### src/rtl/nec_ir_rx_if.sv
// Decoded-frame output bundle of the NEC IR receiver.
// The receiver drives it; the display driver consumes it.
interface nec_ir_rx_if;
  logic [19:0] data;
  logic [7:0]  ir_addr;
  logic        seg_en;
  logic        data_valid;
  logic        repeat_en;
  logic        frame_err;

  modport master (output data, ir_addr, seg_en, data_valid, repeat_en, frame_err);
  modport slave  (input  data, ir_addr, seg_en, data_valid, repeat_en, frame_err);
endinterface

### src/rtl/nec_ir_rx.sv
// NEC IR frame receiver.
// Measures pulse widths, decodes 32-bit frames and repeat codes, and reports the command byte.
module nec_ir_rx #(
  parameter int unsigned LEAD_L_MIN = 400_000,
  parameter int unsigned LEAD_L_MAX = 500_000,
  parameter int unsigned LEAD_H_MIN = 200_000,
  parameter int unsigned LEAD_H_MAX = 250_000,
  parameter int unsigned RPT_H_MIN  = 100_000,
  parameter int unsigned RPT_H_MAX  = 125_000,
  parameter int unsigned BIT_S_MIN  = 20_000,
  parameter int unsigned BIT_S_MAX  = 35_000,
  parameter int unsigned BIT_L_MIN  = 75_000,
  parameter int unsigned BIT_L_MAX  = 95_000
) (
  input  logic          sys_clk,
  input  logic          sys_rst,
  input  logic          infrared_in,
  nec_ir_rx_if.master   ir
);
  localparam logic [19:0] LL_MIN = 20'(LEAD_L_MIN);
  localparam logic [19:0] LL_MAX = 20'(LEAD_L_MAX);
  localparam logic [19:0] LH_MIN = 20'(LEAD_H_MIN);
  localparam logic [19:0] LH_MAX = 20'(LEAD_H_MAX);
  localparam logic [19:0] RH_MIN = 20'(RPT_H_MIN);
  localparam logic [19:0] RH_MAX = 20'(RPT_H_MAX);
  localparam logic [19:0] BS_MIN = 20'(BIT_S_MIN);
  localparam logic [19:0] BS_MAX = 20'(BIT_S_MAX);
  localparam logic [19:0] BL_MIN = 20'(BIT_L_MIN);
  localparam logic [19:0] BL_MAX = 20'(BIT_L_MAX);

  typedef enum logic [2:0] {IDLE, LEAD_L, LEAD_H, DATA_L, DATA_H, CHECK} state_t;

  state_t      state, state_nxt;
  logic [2:0]  sync_pipe;
  logic [19:0] cnt;
  logic [31:0] sh;
  logic [4:0]  bit_cnt;
  logic        rpt_armed;
  logic        fall, rise;
  logic        abort, shift_en, bit_val, clr_frame, rpt_hit, chk_pass;
  logic        dv_nxt, rpt_nxt, err_nxt;

  function automatic logic in_win(input logic [19:0] v, input logic [19:0] lo, input logic [19:0] hi);
    return (v >= lo) && (v <= hi);
  endfunction

  // Synchronizer stages reset low so a line already idle-high only yields an ignored rise.
  always_ff @(posedge sys_clk) begin
    if (sys_rst) sync_pipe <= '0;
    else         sync_pipe <= {sync_pipe[1:0], infrared_in};
  end

  assign fall = sync_pipe[2] & ~sync_pipe[1];
  assign rise = ~sync_pipe[2] & sync_pipe[1];

  always_ff @(posedge sys_clk) begin
    if (sys_rst)          cnt <= '0;
    else if (fall | rise) cnt <= '0;
    else if (cnt != '1)   cnt <= cnt + 20'd1;
  end

  always_ff @(posedge sys_clk) begin
    if (sys_rst) state <= IDLE;
    else         state <= state_nxt;
  end

  always_comb begin
    state_nxt = state;
    abort     = 1'b0;
    shift_en  = 1'b0;
    bit_val   = 1'b0;
    clr_frame = 1'b0;
    rpt_hit   = 1'b0;
    chk_pass  = 1'b0;
    case (state)
      IDLE:   if (fall) state_nxt = LEAD_L;
      LEAD_L: begin
        if (rise) begin
          if (in_win(cnt, LL_MIN, LL_MAX)) state_nxt = LEAD_H;
          else                             abort = 1'b1;
        end else if (cnt > LL_MAX) abort = 1'b1;
      end
      LEAD_H: begin
        if (fall) begin
          if (in_win(cnt, LH_MIN, LH_MAX)) begin
            clr_frame = 1'b1;
            state_nxt = DATA_L;
          end else if (in_win(cnt, RH_MIN, RH_MAX)) begin
            rpt_hit   = 1'b1;
            state_nxt = IDLE;
          end else abort = 1'b1;
        end else if (cnt > LH_MAX) abort = 1'b1;
      end
      DATA_L: begin
        if (rise) begin
          if (in_win(cnt, BS_MIN, BS_MAX)) state_nxt = DATA_H;
          else                             abort = 1'b1;
        end else if (cnt > BS_MAX) abort = 1'b1;
      end
      DATA_H: begin
        if (fall) begin
          if (in_win(cnt, BS_MIN, BS_MAX))      shift_en = 1'b1;
          else if (in_win(cnt, BL_MIN, BL_MAX)) begin
            shift_en = 1'b1;
            bit_val  = 1'b1;
          end else abort = 1'b1;
          if (shift_en) state_nxt = (bit_cnt == 5'd31) ? CHECK : DATA_L;
        end else if (cnt > BL_MAX) abort = 1'b1;
      end
      CHECK: begin
        chk_pass  = (sh[15:8] == ~sh[7:0]) && (sh[31:24] == ~sh[23:16]);
        abort     = ~chk_pass;
        state_nxt = IDLE;
      end
      default: state_nxt = IDLE;
    endcase
    if (abort) state_nxt = IDLE;
  end

  always_comb begin
    dv_nxt  = (state == CHECK) && chk_pass;
    rpt_nxt = rpt_hit && rpt_armed;
    err_nxt = abort;
  end

  always_ff @(posedge sys_clk) begin
    if (sys_rst) begin
      sh            <= '0;
      bit_cnt       <= '0;
      rpt_armed     <= 1'b0;
      ir.data       <= '0;
      ir.ir_addr    <= '0;
      ir.seg_en     <= 1'b0;
      ir.data_valid <= 1'b0;
      ir.repeat_en  <= 1'b0;
      ir.frame_err  <= 1'b0;
    end else begin
      ir.data_valid <= dv_nxt;
      ir.repeat_en  <= rpt_nxt;
      ir.frame_err  <= err_nxt;
      if (clr_frame) begin
        sh      <= '0;
        bit_cnt <= '0;
      end else if (shift_en) begin
        // LSB first on air: each new bit enters at the top and walks down
        sh      <= {bit_val, sh[31:1]};
        bit_cnt <= bit_cnt + 5'd1;
      end
      if (dv_nxt) begin
        ir.data    <= {12'd0, sh[23:16]};
        ir.ir_addr <= sh[7:0];
        ir.seg_en  <= 1'b1;
        rpt_armed  <= 1'b1;
      end else if (abort) begin
        rpt_armed  <= 1'b0;
      end
    end
  end
endmodule
### src/flat_wrapper.sv
// flat-port wrapper written by rule: the top's interface ports become plain ports
module nec_ir_rx_flat 
#(
  parameter int unsigned LEAD_L_MIN = 400_000,
  parameter int unsigned LEAD_L_MAX = 500_000,
  parameter int unsigned LEAD_H_MIN = 200_000,
  parameter int unsigned LEAD_H_MAX = 250_000,
  parameter int unsigned RPT_H_MIN  = 100_000,
  parameter int unsigned RPT_H_MAX  = 125_000,
  parameter int unsigned BIT_S_MIN  = 20_000,
  parameter int unsigned BIT_S_MAX  = 35_000,
  parameter int unsigned BIT_L_MIN  = 75_000,
  parameter int unsigned BIT_L_MAX  = 95_000
)
  (sys_clk, sys_rst, infrared_in, ir_data, ir_ir_addr, ir_seg_en, ir_data_valid, ir_repeat_en, ir_frame_err);
  nec_ir_rx_if ir_i ();
  input  logic sys_clk;
  input  logic sys_rst;
  input  logic infrared_in;
  output wire logic [$bits(ir_i.data)-1:0] ir_data;
  output wire logic [$bits(ir_i.ir_addr)-1:0] ir_ir_addr;
  output wire logic [$bits(ir_i.seg_en)-1:0] ir_seg_en;
  output wire logic [$bits(ir_i.data_valid)-1:0] ir_data_valid;
  output wire logic [$bits(ir_i.repeat_en)-1:0] ir_repeat_en;
  output wire logic [$bits(ir_i.frame_err)-1:0] ir_frame_err;
  assign ir_data = ir_i.data;
  assign ir_ir_addr = ir_i.ir_addr;
  assign ir_seg_en = ir_i.seg_en;
  assign ir_data_valid = ir_i.data_valid;
  assign ir_repeat_en = ir_i.repeat_en;
  assign ir_frame_err = ir_i.frame_err;
  nec_ir_rx #(.LEAD_L_MIN(LEAD_L_MIN), .LEAD_L_MAX(LEAD_L_MAX), .LEAD_H_MIN(LEAD_H_MIN), .LEAD_H_MAX(LEAD_H_MAX), .RPT_H_MIN(RPT_H_MIN), .RPT_H_MAX(RPT_H_MAX), .BIT_S_MIN(BIT_S_MIN), .BIT_S_MAX(BIT_S_MAX), .BIT_L_MIN(BIT_L_MIN), .BIT_L_MAX(BIT_L_MAX)) u_core (.sys_clk(sys_clk), .sys_rst(sys_rst), .infrared_in(infrared_in), .ir(ir_i));
endmodule
### config.mk
export PLATFORM = sky130hd
export DESIGN_NAME = nec_ir_rx_flat
export DESIGN_NICKNAME = d
export VERILOG_FILES = /design/src/rtl/nec_ir_rx_if.sv /design/src/rtl/nec_ir_rx.sv /design/src/flat_wrapper.sv
export SDC_FILE = /design/constraint.sdc
export NUM_CORES = 1
export LEC_CHECK = 0
export CAP_MARGIN = 5
export CORE_AREA = 2 2 90 92
export CTS_CLUSTER_DIAMETER = 60
export DETAILED_ROUTE_END_ITERATION = 6
export DIE_AREA = 0 0 92 94
export PLACE_DENSITY = 0.85
export SYNTH_ARGS = -nofsm -noshare
export SYNTH_HDL_FRONTEND = slang
export SYNTH_SLANG_ARGS = --single-unit
### constraint.sdc
create_clock -name sys_clk -period 2.8 [get_ports sys_clk]
set_clock_uncertainty 0.2 [all_clocks]
set_input_delay 0.28 -clock sys_clk [delete_from_list [all_inputs] [get_ports sys_clk]]
set_output_delay 0.28 -clock sys_clk [all_outputs]
set_load 0.01 [all_outputs]
# --- After elaboration in Yosys (flattened, before gate mapping) ---
# Cells that the tools add are included.
# Widths: inputs -> output; s select.
word_totals:
  ff_bits: 84
  output_inout_bits: 32
  inputBits: 3
classes:
  magnitude_cmp: 14
  bitwise: 8
  eq_ne: 18
  muxes: 46
  addsub: 2
  reduce_logical: 14
ops:
  columns: ["operator", "count"]
  rows:
  - ["$ge 20x17->1 const B", 2]
  - ["$le 20x17->1 const B", 2]
  - ["$mux 1", 33]
  - ["$mux 3", 11]
  - ["$add 20x1->20 const B", 1]
  - ["$ge 20x15->1 const B", 1]
  - ["$ge 20x18->1 const B", 1]
  - ["$ge 20x19->1 const B", 1]
  - ["$gt 20x16->1 const B", 1]
  - ["$gt 20x17->1 const B", 1]
  - ["$gt 20x18->1 const B", 1]
  - ["$gt 20x19->1 const B", 1]
  - ["$le 20x16->1 const B", 1]
  - ["$le 20x18->1 const B", 1]
  - ["$le 20x19->1 const B", 1]
  - ["$ne 20x20->1 const B", 1]
  - ["$eq 8x8->1", 2]
  - ["$not 8->8", 2]
  - ["$pmux 3 s5", 1]
  - ["$ne 2x1->1 const B", 7]
  - ["$reduce_and 9->1", 1]
  - ["$logic_and 1x1->1", 8]
  - ["$eq 3x2->1 const B", 2]
  - ["$eq 3x3->1 const B", 2]
  - ["12 further kinds", 17]

# --- Depth between registers and ports, before layout ---
# Gate-level depths: netlist of the first run.
logic_depth:
  ltp_word: 9
  depth_mapped: 10

# --- Worst setup path before layout of the first run ---
# Ideal clock, no wire load.
synth_path:
  kind: "register -> register"
  startpoint: "reg u_core.cnt[19]"
  endpoint: "reg u_core.sh[15]"
  slack_ns: 0.228
  arrival_time_ns: 2.244
  n_path_buf: 3
  setup_time_ns: 0.128
  stages_incl_launch_ff: 11
  cell_sequence: "dfxtp_1 -> buf_6 -> or3_4 -> or3_4 -> a211oi_4 -> inv_1 -> a21oi_2 -> buf_6 -> buf_12 -> mux2i_1 -> nor2_1"
synth_between:
  elab_chain_len: 8
  word_cells_on_any_way: 19
synth_rtl:
  columns: ["item", "line", "rtl"]
  rows:
  - ["from (decl)", "nec_ir_rx.sv:35", "logic [19:0] cnt;"]
  - ["from (signal assigned)", "nec_ir_rx.sv:59", "else if (cnt != '1) cnt <= cnt + 20'd1;"]
  - ["$ge 20x17->1 / $le 20x17->1 (equally long branches)", "nec_ir_rx.sv:44", "return (v >= lo) && (v <= hi);"]
  - ["$logic_and 1x1->1", "nec_ir_rx.sv:44", null]
  - ["$mux 1", "nec_ir_rx.sv:103", "else if (in_win(cnt, BL_MIN, BL_MAX)) begin"]
  - ["$mux 1", "nec_ir_rx.sv:102", "if (in_win(cnt, BS_MIN, BS_MAX)) shift_en = 1'b1;"]
  - ["$mux 1", "nec_ir_rx.sv:101", "if (fall) begin"]
  - ["$mux 1", "nec_ir_rx.sv:75", "case (state)"]
  - ["$mux 1", "nec_ir_rx.sv:101", null]
  - ["$mux 1", "nec_ir_rx.sv:75", null]
  - ["to (signal assigned)", "nec_ir_rx.sv:146", "sh <= {bit_val, sh[31:1]};"]
  - ["to (decl)", "nec_ir_rx.sv:36", "logic [31:0] sh;"]
# Parallel ways exist; a longest one is shown, timed or not. The select of a mux whose other input is x is not followed.
# A chain may end at the register's enable or synchronous reset.

# --- Worst setup path in the final report of the first run ---
layout_path:
  startpoint: "reg u_core.cnt[17]"
  endpoint: "reg u_core.state[1]"
layout_between:
  elab_chain_len: 8
  word_cells_on_any_way: 47
layout_rtl:
  columns: ["item", "line", "rtl"]
  rows:
  - ["$ge 20x17->1 / $le 20x17->1 (equally long branches)", "nec_ir_rx.sv:44", null]
  - ["$logic_and 1x1->1", "nec_ir_rx.sv:44", null]
  - ["$mux 1", "nec_ir_rx.sv:103", null]
  - ["$mux 1", "nec_ir_rx.sv:102", null]
  - ["$mux 1", "nec_ir_rx.sv:101", null]
  - ["$mux 1", "nec_ir_rx.sv:75", null]
  - ["$ne 2x2->1 (no line)", null, null]
  - ["$reduce_and 9->1 (no line)", null, null]
  - ["to (signal assigned)", "nec_ir_rx.sv:64", "else state <= state_nxt;"]
  - ["to (decl)", "nec_ir_rx.sv:33", "state_t state, state_nxt;"]
# Parallel ways exist; a longest one is shown, timed or not. The select of a mux whose other input is x is not followed.

==> impl_metrics.json, run 1 <==
{
  "synth_top_cell_area_share_pct": 39.0,
  "die_h_um": 94,
  "cp-end-kind": "register",
  "power_frac_comb_pct": 7.2,
  "rr_endpoint": "u_core.state[1]",
  "sw_frac_of_total_pct": 27.9,
  "root_buffer": "clkbuf_8",
  "power_leakage_nw": 1.79,
  "avgRoutedWirePerCell_um": 14.8,
  "cts_setup_buffers": 0,
  "antenna_found_initial": 0,
  "via_per_inst": 5.70,
  "synth_cell_types": 61,
  "maxSlewViolCount": 0,
  "synth_edf_count": 0,
  "areaGrowthSynthToFinish_pct": 12.9,
  "wl_met3_um": 476,
  "track_usage_pct": 22.5,
  "cts_buffers": 9,
  "cts_tree": "yes",
  "ys.flop_type": "dfxtp_1",
  "power.share.clock_pct": 38.1,
  "core_um2": 7610,
  "grt_pass1_wl_um": 15600,
  "drt_pass1_iterations": 5,
  "crit_required_ns": 2.88,
  "route.detailed.drc": 0,
  "die_w_um": 92,
  "ys_warn_count": 0,
  "hold_depth": 1,
  "cp.arrival_ns": 2.79,
  "net-switching-power_mw": 0.629,
  "synth_commonest_cells": "nor2_1, dfxtp_1, mux2i_1, nand2_1, xor2_1",
  "drtAntennaViolNets": 0,
  "final_cell_area_um2": 4870,
  "rrSetupSlack_ns": 0.09,
  "yosysTopAreaCell": "dfxtp_1",
  "fin_crit_ns": 2.71,
  "cts_buffer_depth": 2,
  "highest_layer": "met4",
  "insertedDiodeCount": 0,
  "worstPathMaxFanout": 7,
  "synth-seq-cells": 84,
  "avgSynthCellArea_um2": 8.80,
  "period_share_pct": 96.9,
  "drt_iter0_markers": 244,
  "synthArstFlopShare_pct": 0,
  "timing.fmax_mhz": 369,
  "post-place-ws_ns": 0.0517,
  "cts.sinks": 84,
  "setup_violations": 0,
  "ios": 35,
  "reg2reg_depth": 7,
  "wl_met1_um": 4520,
  "dp.cells": 607,
  "whs_endpoint": "u_core.sync_pipe[1]",
  "path_cells": "or3_4 -> or3_4 -> a211oi_4 -> a311oi_1 -> a311oi_2 -> a31oi_1 -> a311oi_2",
  "hold_violations": 0,
  "final_nets": 525,
  "insertion_delay_ns": 0.37,
  "postSynthCellCount": 490,
  "routed-wl-met2_um": 4040,
  "slew_headroom_pct": 49.5,
  "seq_area_frac_synth_pct": 39.0,
  "synth.most_common_cell": "nor2_1",
  "outcome": "finished, final reports clean",
  "worst_slack_ns": 0.0872,
  "grt_start_max_net_pins": 37,
  "p_int_mw": 1.63,
  "rows": 32,
  "crit_slowest_cell": "or3_4",
  "place_area_um2": 4640,
  "irDropWorstVdd_v": 0.000242,
  "r2r_start": "u_core.cnt[17]",
  "seqPwrFrac_pct": 54.7,
  "grt_overflow": 0,
  "vias": 3551,
  "worstHoldStart": "u_core.sync_pipe[0]",
  "start_util_pct": 56.7,
  "path_clk_slew_ns": 0.10,
  "hpwl_um": 6430,
  "worst_pin_slew_ns": 0.758,
  "syn_area_um2": 4310,
  "powerDensity_nw_per_um2": 463,
  "drive_gt1_share_pct": 10.4,
  "tns_ns": 0,
  "gp_congestion": 0.925,
  "cpPeakStageDelay_ns": 0.43,
  "grt_pass1_vias": 3253,
  "setup.worst_path.start_class": "register",
  "holdCritPathClass": "reg2reg",
  "stdcell_count": 623,
  "synth_area_leaders": "dfxtp_1, mux2i_1, nor2_1, xor2_1, xnor2_1",
  "portBuffers": 22,
  "wirelength_um": 9220,
  "dieArea_um2": 8650,
  "htreeDepth": 3,
  "drv_cap": 0,
  "path_class": "reg2reg"
}
-- timing repair --
item / CTS / global route
hold buffers: 0 / 0
endpoints found under the setup margin: 0 / 41
resized for setup: 0 / 8
-- area by class of cell --
class / count / area (um^2)
Fill cell: 628 / 2740
Multi-Input combinational cell: 365 / 2390
Sequential cell: 84 / 1680
Timing Repair Buffer: 45 / 418
Tap cell: 102 / 128
Clock buffer: 9 / 124
Clock inverter: 7 / 81.3
Inverter: 11 / 41.3
-- critical path: cells and delay by family, from the launching register on --
| kind | cells | cell delay [ns] |
|---|---|---|
| AO/OA/AOI/OAI | 5 | 1.20 |
| flip-flops | 1 | 0.39 |
| AND/OR/NAND/NOR | 2 | 0.84 |
-- registers in the layout, indices dropped and copies added, names as in the netlist, 3 cells and up --
signal and flops:
u_core.state 3, u_core.cnt 20, u_core.bit_cnt 5, u_core.ir.ir_addr 8, u_core.sh 32, u_core.sync_pipe 3, u_core.ir.data 8
-- logic make-up (layout without fill, tap and decap cells) --
family	count (synthesis)	count (layout)	synth area share, %
flip-flops	84	84	39.0
other	1	12	0.0870
AO/OA/AOI/OAI	67	67	11.3
buffers and inverters	52	72	7.34
XOR/XNOR	33	33	6.70
multiplexers	49	49	11.4
AND/OR/NAND/NOR	198	198	22.5
adder cells (fa/ha/maj)	6	6	1.74
-- cell usage in the layout, fill, tap and decap left out, drive strengths merged, types with 14 or more instances in the layout --
master	n
a21oi	15
buf	23
clkdlybuf4s50	22
dfxtp	84
mux2i	49
nand2	22
nor2	91
nor3	14
xor2	22
-- metrics by stage --
step / utilization [%] / hold WS, ns / total power [mW]
after floorplan: - / 0.152 / 1.39
after global placement: 61.0 / 0.250 / 1.41
after detailed placement: 61.0 / 0.253 / 1.42
after CTS: 63.7 / 0.267 / 2.27
after global routing: 64.0 / 0.266 / 2.35
final: 64.0 / 0.271 / 2.26
-- how the worst max path moves through the flow --
| stage | start | to | slack (ns) | depth (start not counted) |
|---|---|---|---|---|
| floorplan | u_core.cnt[19] | u_core.sh[15] | 0.23 | 10 |
| global placement | u_core.cnt[10] | u_core.state[2] | 0.17 | 8 |
| detailed placement | u_core.cnt[6] | u_core.sh[12] | 0.05 | 8 |
| CTS | u_core.cnt[6] | u_core.sh[2] | 0.01 | 8 |
| global route | u_core.cnt[17] | u_core.sh[2] | -0.0004 | 8 |
| finish | u_core.cnt[17] | u_core.state[1] | 0.09 | 7 |
-- power by group through the flow --
stage	Combinational, mW	Clock, mW	Sequential, mW
global placement	0.150	0	1.26
global route	0.182	0.935	1.24
floorplan	0.136	0	1.25
finish	0.162	0.859	1.23
detailed placement	0.158	0	1.26
CTS	0.159	0.882	1.23
-- routing by layer --
metal | up-vias | GRT usage (%)
li1 | 1738 | -
met5 | - | 0
met4 | 0 | 7.96
met3 | 18 | 5.70
met1 | 1669 | 31.8
met2 | 126 | 33.2
Power figures use the tool's default switching activity.
==> inputs of run 2 (changes only) <==
--- a/config.mk
+++ b/config.mk
@@ -8,7 +8,8 @@
 export CAP_MARGIN = 5
-export CORE_AREA = 2 2 90 92
+export CORE_AREA = 2 2 88 90
 export CTS_CLUSTER_DIAMETER = 60
 export DETAILED_ROUTE_END_ITERATION = 6
-export DIE_AREA = 0 0 92 94
-export PLACE_DENSITY = 0.85
+export DIE_AREA = 0 0 90 92
+export GPL_ROUTABILITY_DRIVEN = 0
+export PLACE_DENSITY = 0.88
 export SYNTH_ARGS = -nofsm -noshare
==> constraint.sdc (replaced) <==
create_clock -name sys_clk -period 3.3 [get_ports sys_clk]
set_clock_uncertainty 0.2 [all_clocks]
set_input_delay 0.33 -clock sys_clk [delete_from_list [all_inputs] [get_ports sys_clk]]
set_output_delay 0.33 -clock sys_clk [all_outputs]
set_load 0.05 [all_outputs]
==> run 2 against run 1 <==
Compared with the run above: total power shrank 12%; sequential cell count is the same; sequential share of layout area grew 1.0 points; critical path depth grew 1; die area shrank 4.3%; clock power shrank 9.5%; first-iteration DRC count grew 61%; wire length grew 0.57%; global-route usage grew 0.38 points; count of clock-buffer cells in the layout grew 1; largest power group unchanged; highest routed layer unchanged.
==> impl_metrics.json, run 2 (synthesized netlist as in run 1, its figures left out) <==
{
  "outcome": "finished, final reports clean",
  "cts_setup_buffers": 0,
  "start_util_pct": 57.9,
  "cts.sinks": 84,
  "final_common_cell": "nor2_1",
  "grt_overflow": 0,
  "worstPathMaxFanout": 36,
  "via_per_inst": 5.87,
  "holdCritPathClass": "reg2reg",
  "cts_resized": 0,
  "drt_iter0_markers": 392,
  "irDropWorstVdd_v": 0.000237,
  "drive_gt1_share_pct": 6.90,
  "top_regs": "u_core.sh (32), u_core.cnt (20)",
  "ios": 35,
  "rrSetupSlack_ns": 0.25,
  "final_nets": 511,
  "antenna_found_initial": 0,
  "crit_required_ns": 3.33,
  "rr_endpoint": "u_core.sh[26]",
  "fin_crit_ns": 3.05,
  "stdcell_count": 609,
  "layout_common_cells": "nor2_1, dfxtp_1, mux2i_1",
  "path_class": "reg2reg",
  "r2r_start": "u_core.cnt[7]",
  "top_register": "u_core.sh",
  "powerDensity_nw_per_um2": 419,
  "largest_reg_flops": 32,
  "rsz0062_at_grt": "false",
  "grt_pass1_wl_um": 15400,
  "reg2reg_depth": 8,
  "hold_violations": 0,
  "drt_pass1_iterations": 5,
  "worstHoldStart": "u_core.sync_pipe[0]",
  "grt_start_max_net_pins": 38,
  "cts_buffers": 9,
  "worst_pin_slew_ns": 0.748,
  "track_usage_pct": 22.9,
  "rows": 32,
  "power_leakage_nw": 1.72,
  "tns_ns": 0,
  "power.total_mw": 1.98,
  "period_share_pct": 92.5,
  "root_buffer": "clkbuf_8",
  "wirelength_um": 9270,
  "die_w_um": 90,
  "cp.arrival_ns": 3.09,
  "avgRoutedWirePerCell_um": 15.2,
  "insertedDiodeCount": 0,
  "path_clk_slew_ns": 0.09,
  "core_um2": 7450,
  "hpwl_um": 6450,
  "portBuffers": 22,
  "areaGrowthSynthToFinish_pct": 9.72,
  "whs_endpoint": "u_core.sync_pipe[1]",
  "fillers": 615,
  "cp-end-kind": "register",
  "grt_pass1_vias": 3329,
  "timing.fmax_mhz": 327,
  "setup.worst_path.start_class": "register",
  "insertion_delay_ns": 0.36,
  "die_h_um": 92,
  "drtAntennaViolNets": 0,
  "htreeDepth": 3,
  "route.detailed.drc": 0,
  "vias": 3572,
  "setup_violations": 0,
  "dp.cells": 593,
  "maxSlewViolCount": 0,
  "dieArea_um2": 8280,
  "cts_buffer_depth": 2,
  "slew_headroom_pct": 50.1,
  "hold_buffers": 0,
  "cts_tree": "yes",
  "drv_cap": 0,
  "hold_depth": 1
}
## run 2: area by class of cell
class	count	area, um^2	area share, %
Inverter	11	41.3	0.873
Multi-Input combinational cell	365	2370	50.1
Clock buffer	10	138	2.91
Tap cell	102	128	2.70
Clock inverter	6	73.8	1.56
Timing Repair Buffer	31	300	6.35
Sequential cell	84	1680	35.5
## run 2: critical path, cell delays in order, from the launching register on
cell and delay [ns]:
dfxtp_1 0.43, a2111oi_0 0.58, o21ai_0 0.34, a211oi_4 0.41
inv_1 0.18, a21oi_4 0.20, buf_12 0.26, mux2i_1 0.24
nor2_1 0.06
## run 2: per-stage QoR
step	utilization, %	instance area (um^2)	worst slack [ns]	hold WS (ns)
2_1_floorplan	-	4350	0.728	0.202
3_3_place_gp	60.7	4520	0.572	0.221
3_5_place_dp	60.7	4520	0.403	0.236
4_1_cts	63.5	4730	0.378	0.256
5_1_grt	63.5	4730	0.101	0.264
6_report	63.5	4730	0.246	0.249
## run 2: worst max-delay path by stage
stage	start	end	slack (ns)	depth (start not counted)
3_5_place_dp	u_core.cnt[7]	u_core.sh[2]	0.40	8
4_1_cts	u_core.cnt[7]	u_core.sh[26]	0.38	8
2_1_floorplan	u_core.cnt[19]	u_core.sh[15]	0.73	10
3_3_place_gp	u_core.cnt[7]	u_core.sh[13]	0.57	8
5_1_grt	u_core.cnt[7]	u_core.state[2]	0.10	7
6_report	u_core.cnt[7]	u_core.sh[26]	0.25	8
## run 2: power by group
| part | total, mW | internal [mW] | switching [mW] |
|---|---|---|---|
| clock | 0.777 | 0.382 | 0.394 |
| sequential | 1.04 | 1.03 | 0.0195 |
| combinational | 0.161 | 0.0547 | 0.106 |
## run 2: routing by layer
layer / vias up / share of wire, % / GRT usage (%)
met5: - / 0 / 0
met4: 0 / 2.3 / 10.8
met3: 25 / 6.6 / 4.68
met2: 145 / 47 / 37.4
met1: 1690 / 44 / 29.0
li1: 1712 / - / -
==> inputs of run 3 (changes only) <==
- CORE_AREA: 2 2 88 90 -> 2 2 94 96
- DIE_AREA: 0 0 90 92 -> 0 0 96 98
- GPL_ROUTABILITY_DRIVEN: 0 -> not set
- PLACE_DENSITY: 0.88 -> 0.79
==> run 3 against run 2 <==
Compared with the run above: design area shrank 0.16%; critical endpoint is now u_core.state[1]; count of clock-buffer cells in the layout shrank 1; die area grew 14%; fmax grew 2.9%; highest routed layer unchanged; hold slack gained 0.023 ns; via count shrank 3.5%.
==> impl_metrics.json, run 3 (synthesized netlist as in run 1, its figures left out) <==
{
  "outcome": "finished, final reports clean",
  "path_class": "reg2reg",
  "top_regs": "u_core.sh (32), u_core.cnt (20)",
  "whs_endpoint": "u_core.ir.repeat_en",
  "layout_common_cells": "nor2_1, dfxtp_1, mux2i_1",
  "worstPathMaxFanout": 13,
  "setup_violations": 0,
  "seq_area_um2": 1680,
  "rsz0062_at_grt": "false",
  "grt_start_max_net_pins": 38,
  "antenna_found_initial": 0,
  "die_w_um": 96,
  "areaGrowthSynthToFinish_pct": 9.55,
  "core_um2": 8470,
  "irDropWorstVdd_v": 0.000247,
  "rows": 34,
  "holdCritPathClass": "reg2reg",
  "via_per_inst": 5.61,
  "drtAntennaViolNets": 0,
  "multi_input_area_um2": 2370,
  "rrSetupSlack_ns": 0.33,
  "cpPeakStageDelay_ns": 0.59,
  "path_clk_slew_ns": 0.09,
  "slew_headroom_pct": 45.8,
  "setup.worst_path.start_class": "register",
  "avgRoutedWirePerCell_um": 14.5,
  "largest_reg_flops": 32,
  "fin_util_pct": 55.8,
  "htreeDepth": 3,
  "hold_violations": 0,
  "root_buffer": "clkbuf_8",
  "cp_top_family": "compound AO/OA/AOI/OAI gates",
  "route.detailed.drc": 0,
  "ios": 35,
  "hold_depth": 2,
  "gp_congestion": 0.970,
  "cts.sinks": 84,
  "drt_pass1_iterations": 5,
  "cp.arrival_ns": 3.03,
  "r2r_start": "u_core.cnt[7]",
  "grt_pass1_wl_um": 15500,
  "top_register": "u_core.sh",
  "fin_crit_ns": 2.97,
  "grt_overflow": 0,
  "cp-end-kind": "register",
  "drt_iter0_markers": 389,
  "reg2reg_depth": 7,
  "period_share_pct": 90.0,
  "start_util_pct": 50.9,
  "final_nets": 510,
  "insertedDiodeCount": 0,
  "rr_endpoint": "u_core.state[1]",
  "drive_gt1_share_pct": 6.72,
  "maxSlewViolCount": 0,
  "dieArea_um2": 9410,
  "cts_setup_buffers": 0,
  "die_h_um": 98,
  "fillers": 799,
  "tns_ns": 0,
  "critPathLaunch": "u_core.cnt[7]",
  "power.total_mw": 1.96,
  "portBuffers": 22,
  "grt_pass1_vias": 3248,
  "cts_buffer_depth": 2,
  "path_cells": "o21ai_0 -> a21o_1 -> a2111oi_0 -> a211oi_1 -> nor4_1 -> nand3b_1 -> a311oi_2",
  "final_common_cell": "nor2_1",
  "cp.buffers_inverters": 0,
  "worst_pin_slew_ns": 0.812,
  "wirelength_um": 8890,
  "insertion_delay_ns": 0.35,
  "drv_cap": 0,
  "powerDensity_nw_per_um2": 415,
  "hpwl_um": 6230,
  "timing.fmax_mhz": 337,
  "track_usage_pct": 20.4,
  "cts_tree": "yes",
  "crit_slowest_cell": "dfxtp_1",
  "cts_resized": 0,
  "crit_required_ns": 3.36,
  "vias": 3447,
  "cts_buffers": 9,
  "hold_buffers": 0,
  "worstHoldStart": "u_core.rpt_armed",
  "power_leakage_nw": 1.71
}
run 3: cell count changes in the layout (fill, tap and decap cells not counted), sizes merged:
cell and delta:
clkbuf -1, buf -1, clkinvlp +1
run 3: where the power goes:
group / switching [mW] / internal [mW]
combinational: 0.105 / 0.0523
sequential: 0.0202 / 1.03
clock: 0.394 / 0.362
run 3: metrics by stage:
step / cells / area [um^2] / worst slack (ns) / hold slack (ns)
6_report: 614 / 4720 / 0.331 / 0.272
5_1_grt: 614 / 4720 / 0.191 / 0.294
3_3_place_gp: 598 / 4520 / 0.548 / 0.249
3_5_place_dp: 598 / 4520 / 0.506 / 0.247
2_1_floorplan: 501 / 4350 / 0.728 / 0.202
4_1_cts: 614 / 4720 / 0.465 / 0.274
run 3: cell type report:
class,count,area share [%]
Sequential cell,84,35.6
Tap cell,108,2.86
Clock buffer,9,2.62
Clock inverter,7,1.70
Inverter,11,0.874
Multi-Input combinational cell,365,50.1
Timing Repair Buffer,30,6.20
run 3: layer usage:
layer / part of all wire [%] / GRT usage (%) / vias up / wire [um]
li1: - / - / 1711 / -
met1: 48 / 30.2 / 1581 / 4240
met2: 44 / 29.5 / 139 / 3960
met3: 6.0 / 3.70 / 16 / 537
met4: 1.8 / 7.47 / 0 / 159
met5: 0 / 0 / - / 0
run 3: how the worst max path moves through the flow:
stage                      endpoint  slack [ns]  cells past startpoint
floorplan             u_core.sh[15]        0.73                     10
global placement      u_core.cnt[8]        0.55                      8
detailed placement    u_core.sh[17]        0.51                      8
CTS                 u_core.state[1]        0.47                      7
global route        u_core.state[2]        0.19                      7
finish              u_core.state[1]        0.33                      7
run 3: worst min-delay path: cells and delay by family, from the launching register on:
| family | cells | cell delay, ns |
|---|---|---|
| AND/OR/NAND/NOR | 2 | 0.13 |
| flip-flops | 1 | 0.31 |
